`src/rtl/multiword_add_ctrl_if.sv`:
```
// ---------------------------------------------------------------------------
// multiword_add_ctrl_if
//   Stream bundle for the word-serial multi-precision adder controller.
//   Operand side : in_valid / in_ready / in_last / a_word / b_word
//   Result side  : out_valid / out_ready / sum_word / out_last / word_idx /
//                  carry_out, plus the sticky len_err status flag.
//   Optional     : sub (only when MULTIWORD_ADD_CTRL_SUB_EN is defined).
//   Modports     : master = stream source/sink environment, slave = controller.
// ---------------------------------------------------------------------------
interface multiword_add_ctrl_if #(
   parameter int WIDTH     = 4,
   parameter int MAX_WORDS = 8,
   parameter int IDX_W     = $clog2(MAX_WORDS)
);
   logic             in_valid;
   logic             in_ready;
   logic             in_last;
   logic [WIDTH-1:0] a_word;
   logic [WIDTH-1:0] b_word;
   logic             out_valid;
   logic             out_ready;
   logic [WIDTH-1:0] sum_word;
   logic             out_last;
   logic [IDX_W-1:0] word_idx;
   logic             carry_out;
   logic             len_err;
`ifdef MULTIWORD_ADD_CTRL_SUB_EN
   logic             sub;
`endif

   modport master (
`ifdef MULTIWORD_ADD_CTRL_SUB_EN
      output sub,
`endif
      output in_valid, in_last, a_word, b_word, out_ready,
      input  in_ready, out_valid, sum_word, out_last, word_idx, carry_out, len_err
   );

   modport slave (
`ifdef MULTIWORD_ADD_CTRL_SUB_EN
      input  sub,
`endif
      input  in_valid, in_last, a_word, b_word, out_ready,
      output in_ready, out_valid, sum_word, out_last, word_idx, carry_out, len_err
   );
endinterface

```
`src/rtl/multiword_add_ctrl.sv`:
```
// ---------------------------------------------------------------------------
// multiword_add_ctrl
//   Word-serial multi-precision adder controller. One WIDTH-bit adder is
//   sequenced across operands of 1..MAX_WORDS words, LSW first, with the
//   inter-word carry kept in carry_reg. Each accepted operand pair produces
//   one registered sum word one cycle later; the last word also reports the
//   final carry. Operations longer than MAX_WORDS are cut at MAX_WORDS words
//   and flagged in the sticky len_err bit.
//
//   Ports:
//     clk   - rising-edge clock
//     rst_n - asynchronous active-low reset
//     bus   - multiword_add_ctrl_if.slave (operand stream in, sum stream out)
//
//   Build option: MULTIWORD_ADD_CTRL_SUB_EN adds bus.sub; when set on the
//   first word of an operation the whole operation computes A - B
//   (B inverted, initial carry 1; carry_out=1 means no borrow).
// ---------------------------------------------------------------------------
module multiword_add_ctrl #(
   parameter int WIDTH     = 4,
   parameter int MAX_WORDS = 8,
   parameter int IDX_W     = $clog2(MAX_WORDS)
) (
   input logic                clk,
   input logic                rst_n,
   multiword_add_ctrl_if.slave bus
);

   localparam logic [0:0] ST_IDLE = 1'b0;
   localparam logic [0:0] ST_BUSY = 1'b1;

   logic [0:0]       state;
   logic [IDX_W-1:0] cnt;
   logic             carry_reg;

   logic             out_valid_q;
   logic [WIDTH-1:0] sum_word_q;
   logic             out_last_q;
   logic [IDX_W-1:0] word_idx_q;
   logic             carry_out_q;
   logic             len_err_q;

   logic             in_ready;
   logic             accept;
   logic             op_sub;
   logic             carry_in;
   logic [WIDTH-1:0] b_eff;
   logic [WIDTH:0]   sum_full;
   logic             at_limit;
   logic             last_eff;

   // Single output register: a new word may enter whenever the current one
   // is absent or leaving this cycle.
   assign in_ready = !out_valid_q || bus.out_ready;
   assign accept   = bus.in_valid && in_ready;

`ifdef MULTIWORD_ADD_CTRL_SUB_EN
   logic sub_reg;

   // The mode is taken from the port only on the first word; later words use
   // the latched copy so mid-operation changes are ignored.
   assign op_sub = (state == ST_IDLE) ? bus.sub : sub_reg;

   always_ff @(posedge clk or negedge rst_n) begin
      if (!rst_n)
         sub_reg <= 1'b0;
      else if (accept && state == ST_IDLE)
         sub_reg <= bus.sub;
   end
`else
   assign op_sub = 1'b0;
`endif

   // First word of an operation injects the mode-dependent initial carry;
   // carry_reg is always 0 in IDLE so it only matters once BUSY.
   assign carry_in = (state == ST_IDLE) ? op_sub : carry_reg;
   assign b_eff    = op_sub ? ~bus.b_word : bus.b_word;
   assign sum_full = {1'b0, bus.a_word} + {1'b0, b_eff} + {{WIDTH{1'b0}}, carry_in};

   // MAX_WORDS >= 2, so the limit can only be hit while BUSY.
   assign at_limit = (state == ST_BUSY) && (cnt == IDX_W'(MAX_WORDS - 1));
   assign last_eff = bus.in_last || at_limit;

   // NOTE: all state below uses non-blocking assignments so every register
   // samples pre-edge values regardless of statement order.
   always_ff @(posedge clk or negedge rst_n) begin
      if (!rst_n) begin
         state       <= ST_IDLE;
         cnt         <= '0;
         carry_reg   <= 1'b0;
         out_valid_q <= 1'b0;
         sum_word_q  <= '0;
         out_last_q  <= 1'b0;
         word_idx_q  <= '0;
         carry_out_q <= 1'b0;
         len_err_q   <= 1'b0;
      end else if (accept) begin
         out_valid_q <= 1'b1;
         sum_word_q  <= sum_full[WIDTH-1:0];
         word_idx_q  <= cnt;
         out_last_q  <= last_eff;
         if (last_eff) begin
            carry_out_q <= sum_full[WIDTH];
            carry_reg   <= 1'b0;
            cnt         <= '0;
            state       <= ST_IDLE;
            if (at_limit && !bus.in_last)
               len_err_q <= 1'b1;
         end else begin
            carry_reg <= sum_full[WIDTH];
            cnt       <= cnt + IDX_W'(1);
            state     <= ST_BUSY;
         end
      end else if (bus.out_ready) begin
         // Payload is left in place; only the valid flag drops.
         out_valid_q <= 1'b0;
      end
   end

   assign bus.in_ready  = in_ready;
   assign bus.out_valid = out_valid_q;
   assign bus.sum_word  = sum_word_q;
   assign bus.out_last  = out_last_q;
   assign bus.word_idx  = word_idx_q;
   assign bus.carry_out = carry_out_q;
   assign bus.len_err   = len_err_q;

endmodule

```
`src/flat_wrapper.sv`:
```
// flat-port wrapper written by rule: the top's interface ports become plain ports
module multiword_add_ctrl_flat 
#(
   parameter int WIDTH     = 4,
   parameter int MAX_WORDS = 8,
   parameter int IDX_W     = $clog2(MAX_WORDS)
)
  (clk, rst_n, bus_in_valid, bus_in_last, bus_a_word, bus_b_word, bus_out_ready, bus_in_ready, bus_out_valid, bus_sum_word, bus_out_last, bus_word_idx, bus_carry_out, bus_len_err);
  multiword_add_ctrl_if #(.WIDTH(WIDTH), .MAX_WORDS(MAX_WORDS), .IDX_W(IDX_W)) bus_i ();
  input logic clk;
  input logic rst_n;
  input wire logic [$bits(bus_i.in_valid)-1:0] bus_in_valid;
  input wire logic [$bits(bus_i.in_last)-1:0] bus_in_last;
  input wire logic [$bits(bus_i.a_word)-1:0] bus_a_word;
  input wire logic [$bits(bus_i.b_word)-1:0] bus_b_word;
  input wire logic [$bits(bus_i.out_ready)-1:0] bus_out_ready;
  output wire logic [$bits(bus_i.in_ready)-1:0] bus_in_ready;
  output wire logic [$bits(bus_i.out_valid)-1:0] bus_out_valid;
  output wire logic [$bits(bus_i.sum_word)-1:0] bus_sum_word;
  output wire logic [$bits(bus_i.out_last)-1:0] bus_out_last;
  output wire logic [$bits(bus_i.word_idx)-1:0] bus_word_idx;
  output wire logic [$bits(bus_i.carry_out)-1:0] bus_carry_out;
  output wire logic [$bits(bus_i.len_err)-1:0] bus_len_err;
  assign bus_i.in_valid = bus_in_valid;
  assign bus_i.in_last = bus_in_last;
  assign bus_i.a_word = bus_a_word;
  assign bus_i.b_word = bus_b_word;
  assign bus_i.out_ready = bus_out_ready;
  assign bus_in_ready = bus_i.in_ready;
  assign bus_out_valid = bus_i.out_valid;
  assign bus_sum_word = bus_i.sum_word;
  assign bus_out_last = bus_i.out_last;
  assign bus_word_idx = bus_i.word_idx;
  assign bus_carry_out = bus_i.carry_out;
  assign bus_len_err = bus_i.len_err;
  multiword_add_ctrl #(.WIDTH(WIDTH), .MAX_WORDS(MAX_WORDS), .IDX_W(IDX_W)) u_core (.clk(clk), .rst_n(rst_n), .bus(bus_i));
endmodule
```
`config.mk`:
```
export PLATFORM = sky130hd
export DESIGN_NAME = multiword_add_ctrl_flat
export DESIGN_NICKNAME = d
export VERILOG_FILES = /design/src/rtl/multiword_add_ctrl_if.sv /design/src/rtl/multiword_add_ctrl.sv /design/src/flat_wrapper.sv
export SDC_FILE = /design/constraint.sdc
export NUM_CORES = 1
export LEC_CHECK = 0
export BUFFER_PORTS_ARGS = -buffer_cell sky130_fd_sc_hd__buf_4
export CORE_ASPECT_RATIO = 1.1
export CORE_UTILIZATION = 48
export CTS_BUF_LIST = sky130_fd_sc_hd__clkbuf_16
export CTS_CLUSTER_DIAMETER = 100
export DETAILED_ROUTE_END_ITERATION = 12
export PLACE_DENSITY = 0.82
export SLEW_MARGIN = 40
export SYNTH_ARGS = -nofsm -noshare
export SYNTH_HDL_FRONTEND = slang
export SYNTH_SLANG_ARGS = --single-unit
```
`constraint.sdc`:
```
create_clock -name clk -period 1.9 [get_ports clk]
set_clock_uncertainty 0.1 [all_clocks]
set_input_delay 0.285 -clock clk [delete_from_list [all_inputs] [get_ports clk]]
set_output_delay 0.285 -clock clk [all_outputs]
set_load 0.02 [all_outputs]
```
# After elaboration in Yosys (flattened, before gate mapping)
# Cells that the tools add are included.
[totals]
word_cells = 29
in_bits = 13
n_memories = 0
regBits = 16
latchBits = 0
ram_bits = 0
mem_bits_ro = 0
[op_classes]
shift = 0
n_mul = 0
n_addsub = 3
mux = 6
reduce_logical = 10
magnitude_cmp = 0
bitwise = 0
eq_ne = 1
n_div = 0
[op_table]
columns = ["operator", "count"]
rows = [
  ["$add 4x4->5", 1],
  ["$add 5x1->5", 1],
  ["$mux 1", 5],
  ["$add 3x1->3 const B", 1],
  ["$eq 3x3->1 const B", 1],
  ["$logic_and 1x1->1", 3],
  ["$mux 3", 1],
  ["$reduce_and 3->1", 1],
  ["$logic_not 1->1", 2],
  ["$logic_or 1x1->1", 2],
  ["$reduce_and 2->1", 1],
  ["$reduce_bool 2->1", 1],
]

# Logic depth before layout (Yosys ltp)
[depth]
word_depth = 4
ltp_mapped = 7
depth_no_buf = 7

# Least setup slack after synthesis
# Ideal clock, no wire load.
[synth_timing]
path_type = "register to register"
from = "reg u_core.state"
to = "reg u_core.carry_out_q (netlist: u_core.bus.carry_out)"
path_buffers = 0
stages_incl_launch_ff = 8
setup_time_ns = 0.064
t_arrival_ns = 1.614
slack_ns = 0.122
required_time_ns = 1.736
synth_period_minus_slack_ns = 1.778
path_cell_list = "dfrtp_1 -> nand2_1 -> fa_1 -> fa_1 -> nor2b_1 -> o21ai_1 -> nand2b_1 -> mux2_4"
[synth_between]
elab_chain_len = 3
[synth_rtl]
columns = ["element", "line_no", "source"]
rows = [
  ["from (decl)", "multiword_add_ctrl.sv:32", "logic [0:0] state;"],
  ["from (signal assigned)", "multiword_add_ctrl.sv:88", "state <= ST_IDLE;"],
  ["from (signal assigned)", "multiword_add_ctrl.sv:106", "state <= ST_IDLE;"],
  ["from (signal assigned)", "multiword_add_ctrl.sv:112", "state <= ST_BUSY;"],
  ["branches (longest 3 deep; another with $add 5x1->5)", "--", ""],
  ["to (signal assigned)", "multiword_add_ctrl.sv:103", "carry_out_q <= sum_full[WIDTH];"],
  ["to (decl)", "multiword_add_ctrl.sv:40", "logic carry_out_q;"],
]
# Parallel ways; which one is timed is not known.
# A chain may end at the register's enable or synchronous reset.

# Worst setup path in the final report
# Ends and elaborated chain as after synthesis.

==> flow_summary.toml <==
[status]
status = "completed"

[drt]
drtPass1Iterations = 4
num_vias = 577
avgRoutedWirePerCell_um = 13.4
drtIter0Drc = 7
drc = 0
drtAntennaViolNets = 0
routed_wl_mm = 1.45
viasPerCell = 5.34

[cts]
root_buffer = "clkbuf_16"
cts_max_level = 1
clk_pin_slew_worst_paths_ns = 0.05
cts_setup_buffers = 0
cts_tree = "built"
cts_buffers = 3
clock_latency_ns = 0.24
cts_sinks = 16
cts.path.max_buffers = 2

[logic_synthesis]
syn_area_per_cell_um2 = 12.3
ys_seq_area_share_pct = 50.9
synth-xor-area-share_pct = 2.23
synth_fp_nets = 84
synth_cell_types = 23
yosys.area_share.simple_pct = 11.1
yosys.area.top_type = "dfrtp_1"
netlist.area_leader.share_pct = 50.9
ys_ff_latch = 16
synth_compound_area_share_pct = 11.8
yosysWarnings = 0
synthMuxAreaShare_pct = 7.63
synthAdderAreaFrac_pct = 13.0
netlist_instances = 64
synth.area.top_cells = "dfrtp_1, ha_1, mux2_2"
synth_top_family_by_area = "adder cells"
synth_area_um2 = 787

[setup_path]
path_cells = "nand2_1 -> fa_1 -> fa_2 -> nor2b_1 -> o21ai_1 -> nand2b_1 -> mux2_4"
r2r_end = "u_core.bus.carry_out"
rr_startpoint = "u_core.state"
cp-end-kind = "register"
setup.worst_path.start_class = "register"
cpMaxStageDelayCell = "fa_1"
worst-path-max-fanout = 2
r2r_cells = 7
crit_type = "register to register"
arrival_ns = 1.87
max_stage_delay_ns = 0.41
rrSetupSlack_ns = 0.11
worstPathRequired_ns = 1.98

[die]
rows = 14
fp.dieH_um = 44.5
fp.dieArea_mm2 = 0.00181
die_w_um = 40.6
start_util_pct = 54.1
ioPinCount = 25
coreArea_mm2 = 0.00145

[pwr]
leakage_uw = 0.000560
vdd_drop_max_uv = 597
p_per_area_mw_per_mm2 = 1020

[timing]
slew_violations = 0
period_share_pct = 93.9
rsz0062_at_grt = "no"
slew_headroom_pct = 86.3
fmax_ghz = 0.560
setup_viol = 0
hold_violations = 0
worstMarginPinSlew_ns = 0.206
fin_crit_ns = 1.79
fin_tns_setup_ns = 0

[grt]
grt_usage_pct = 18.9
antenna_found_initial = 0
grt_pass1_vias = 526
grt_pass1_wl_mm = 2.17
grt_overflow = 0
grt_max_degree = 20

[layout]
area_growth_pct = 36.6
drive_above_1_share_pct = 42.4
largest_reg_flops = 4
final_nets = 114
final_util_pct = 73.9
diodes = 0

[worst_hold_path]
min_to = "u_core.bus.len_err"
hold_path_depth = 2
hold_path.class = "input pin to register"
worstHoldStart = "bus_in_last"

[flow_run]
maxCapViolCount = 0

[placement]
portBuffers = 24
routabilityCongestion = 0.666
dp_hpwl_mm = 1.09
==> repair_timing <==
item | CTS | global route
endpoints found under the hold margin | 16 | 0
hold buffers | 1 | 0
resized for setup | 0 | 1
setup endpoints to repair | 0 | 2
==> cell families (layout without fill, tap and decap cells) <==
kind of cell	count (synthesis)	after routing
flops	16	16
compound gates	14	14
simple gates	14	14
fa+ha+maj	7	7
buf+inv	6	34
mux	5	5
xor+xnor	2	2
==> worst max-delay path by stage <==
stage                     startpoint                   end  slack, ns
floorplan               u_core.state  u_core.bus.carry_out       0.12
global placement       bus_b_word[0]  u_core.bus.carry_out       0.08
detailed placement     bus_b_word[0]  u_core.bus.carry_out      0.007
CTS                 u_core.carry_reg  u_core.bus.carry_out       0.05
global route        u_core.carry_reg  u_core.bus.carry_out       0.03
finish                  u_core.state  u_core.bus.carry_out       0.11
==> synth_stat cells <==
cell and instances:
a21o_1 2, a21oi_1 1, a21oi_2 1, a22o_1 3
and3_4 1, buf_4 1, dfrtp_1 16, fa_1 2
ha_1 5, inv_1 5, mux2_2 4, mux2_4 1
nand2_1 7, nand2_4 1, nand2b_1 2, nand2b_4 1
nor2_2 1, nor2b_1 1, o21ai_0 2, o21ai_1 4
o31ai_1 1, xnor2_1 1, xor2_1 1
==> per-stage QoR <==
step / instances / cell area (µm²) / power (µW) / setup slack [ns] / hold slack [ns]
2_1_floorplan: 64 / 787 / 588 / 0.122 / -0.111
3_3_place_gp: 104 / 987 / 698 / 0.0769 / 0.0499
3_5_place_dp: 104 / 987 / 709 / 0.00722 / 0.0514
4_1_cts: 108 / 1070 / 1110 / 0.0529 / 0.134
5_1_grt: 108 / 1070 / 1150 / 0.0259 / 0.131
6_report: 108 / 1070 / 1100 / 0.115 / 0.135
==> area by class of cell <==
cell class | instances | area, µm²
repair buffers | 26 | 198
fillers | 114 | 379
clock buffers | 3 | 75.1
multi-input cells | 42 | 363
flip-flops and latches | 16 | 400
inverters | 5 | 18.8
well taps | 16 | 20.0
==> layer usage <==
| layer | vias up | routed length (µm) | part of all wire [%] | global-route usage [%] |
|---|---|---|---|---|
| met2 | 22 | 760 | 52 | 30.2 |
| met3 | 2 | 73 | 5.0 | 3.02 |
| met5 | - | 0 | 0 | 0 |
| met4 | 0 | 20 | 1.4 | 14.0 |
| li1 | 276 | - | - | - |
| met1 | 277 | 594 | 41 | 21.7 |
==> where the power goes <==
part	internal (µW)	leakage [µW]	total, µW	switching (µW)
Clock	275	0.0000370	393	117
Sequential	397	0.000198	432	34.6
Combinational	137	0.000326	273	136
==> worst max-delay path: cells and delay by family, from the launching register on <==
kind | cells | cell delay, ns
AO/OA/AOI/OAI | 1 | 0.06
adder cells (fa/ha/maj) | 2 | 0.78
flip-flops | 1 | 0.35
multiplexers | 1 | 0.14
AND/OR/NAND/NOR | 3 | 0.30
==> layout by cell type, fill, tap and decap left out, types with 2 or more instances in the layout <==
| cell type | n |
|---|---|
| nand2b_1 | 2 |
| clkbuf_16 | 3 |
| ha_1 | 5 |
| inv_1 | 5 |
| dfrtp_1 | 16 |
| nand2_1 | 7 |
| o21ai_1 | 4 |
| buf_4 | 25 |
| mux2_2 | 4 |
| a22o_1 | 3 |
| a21o_1 | 2 |
| o21ai_0 | 2 |
No activity file was read; power rests on OpenSTA's default activity.
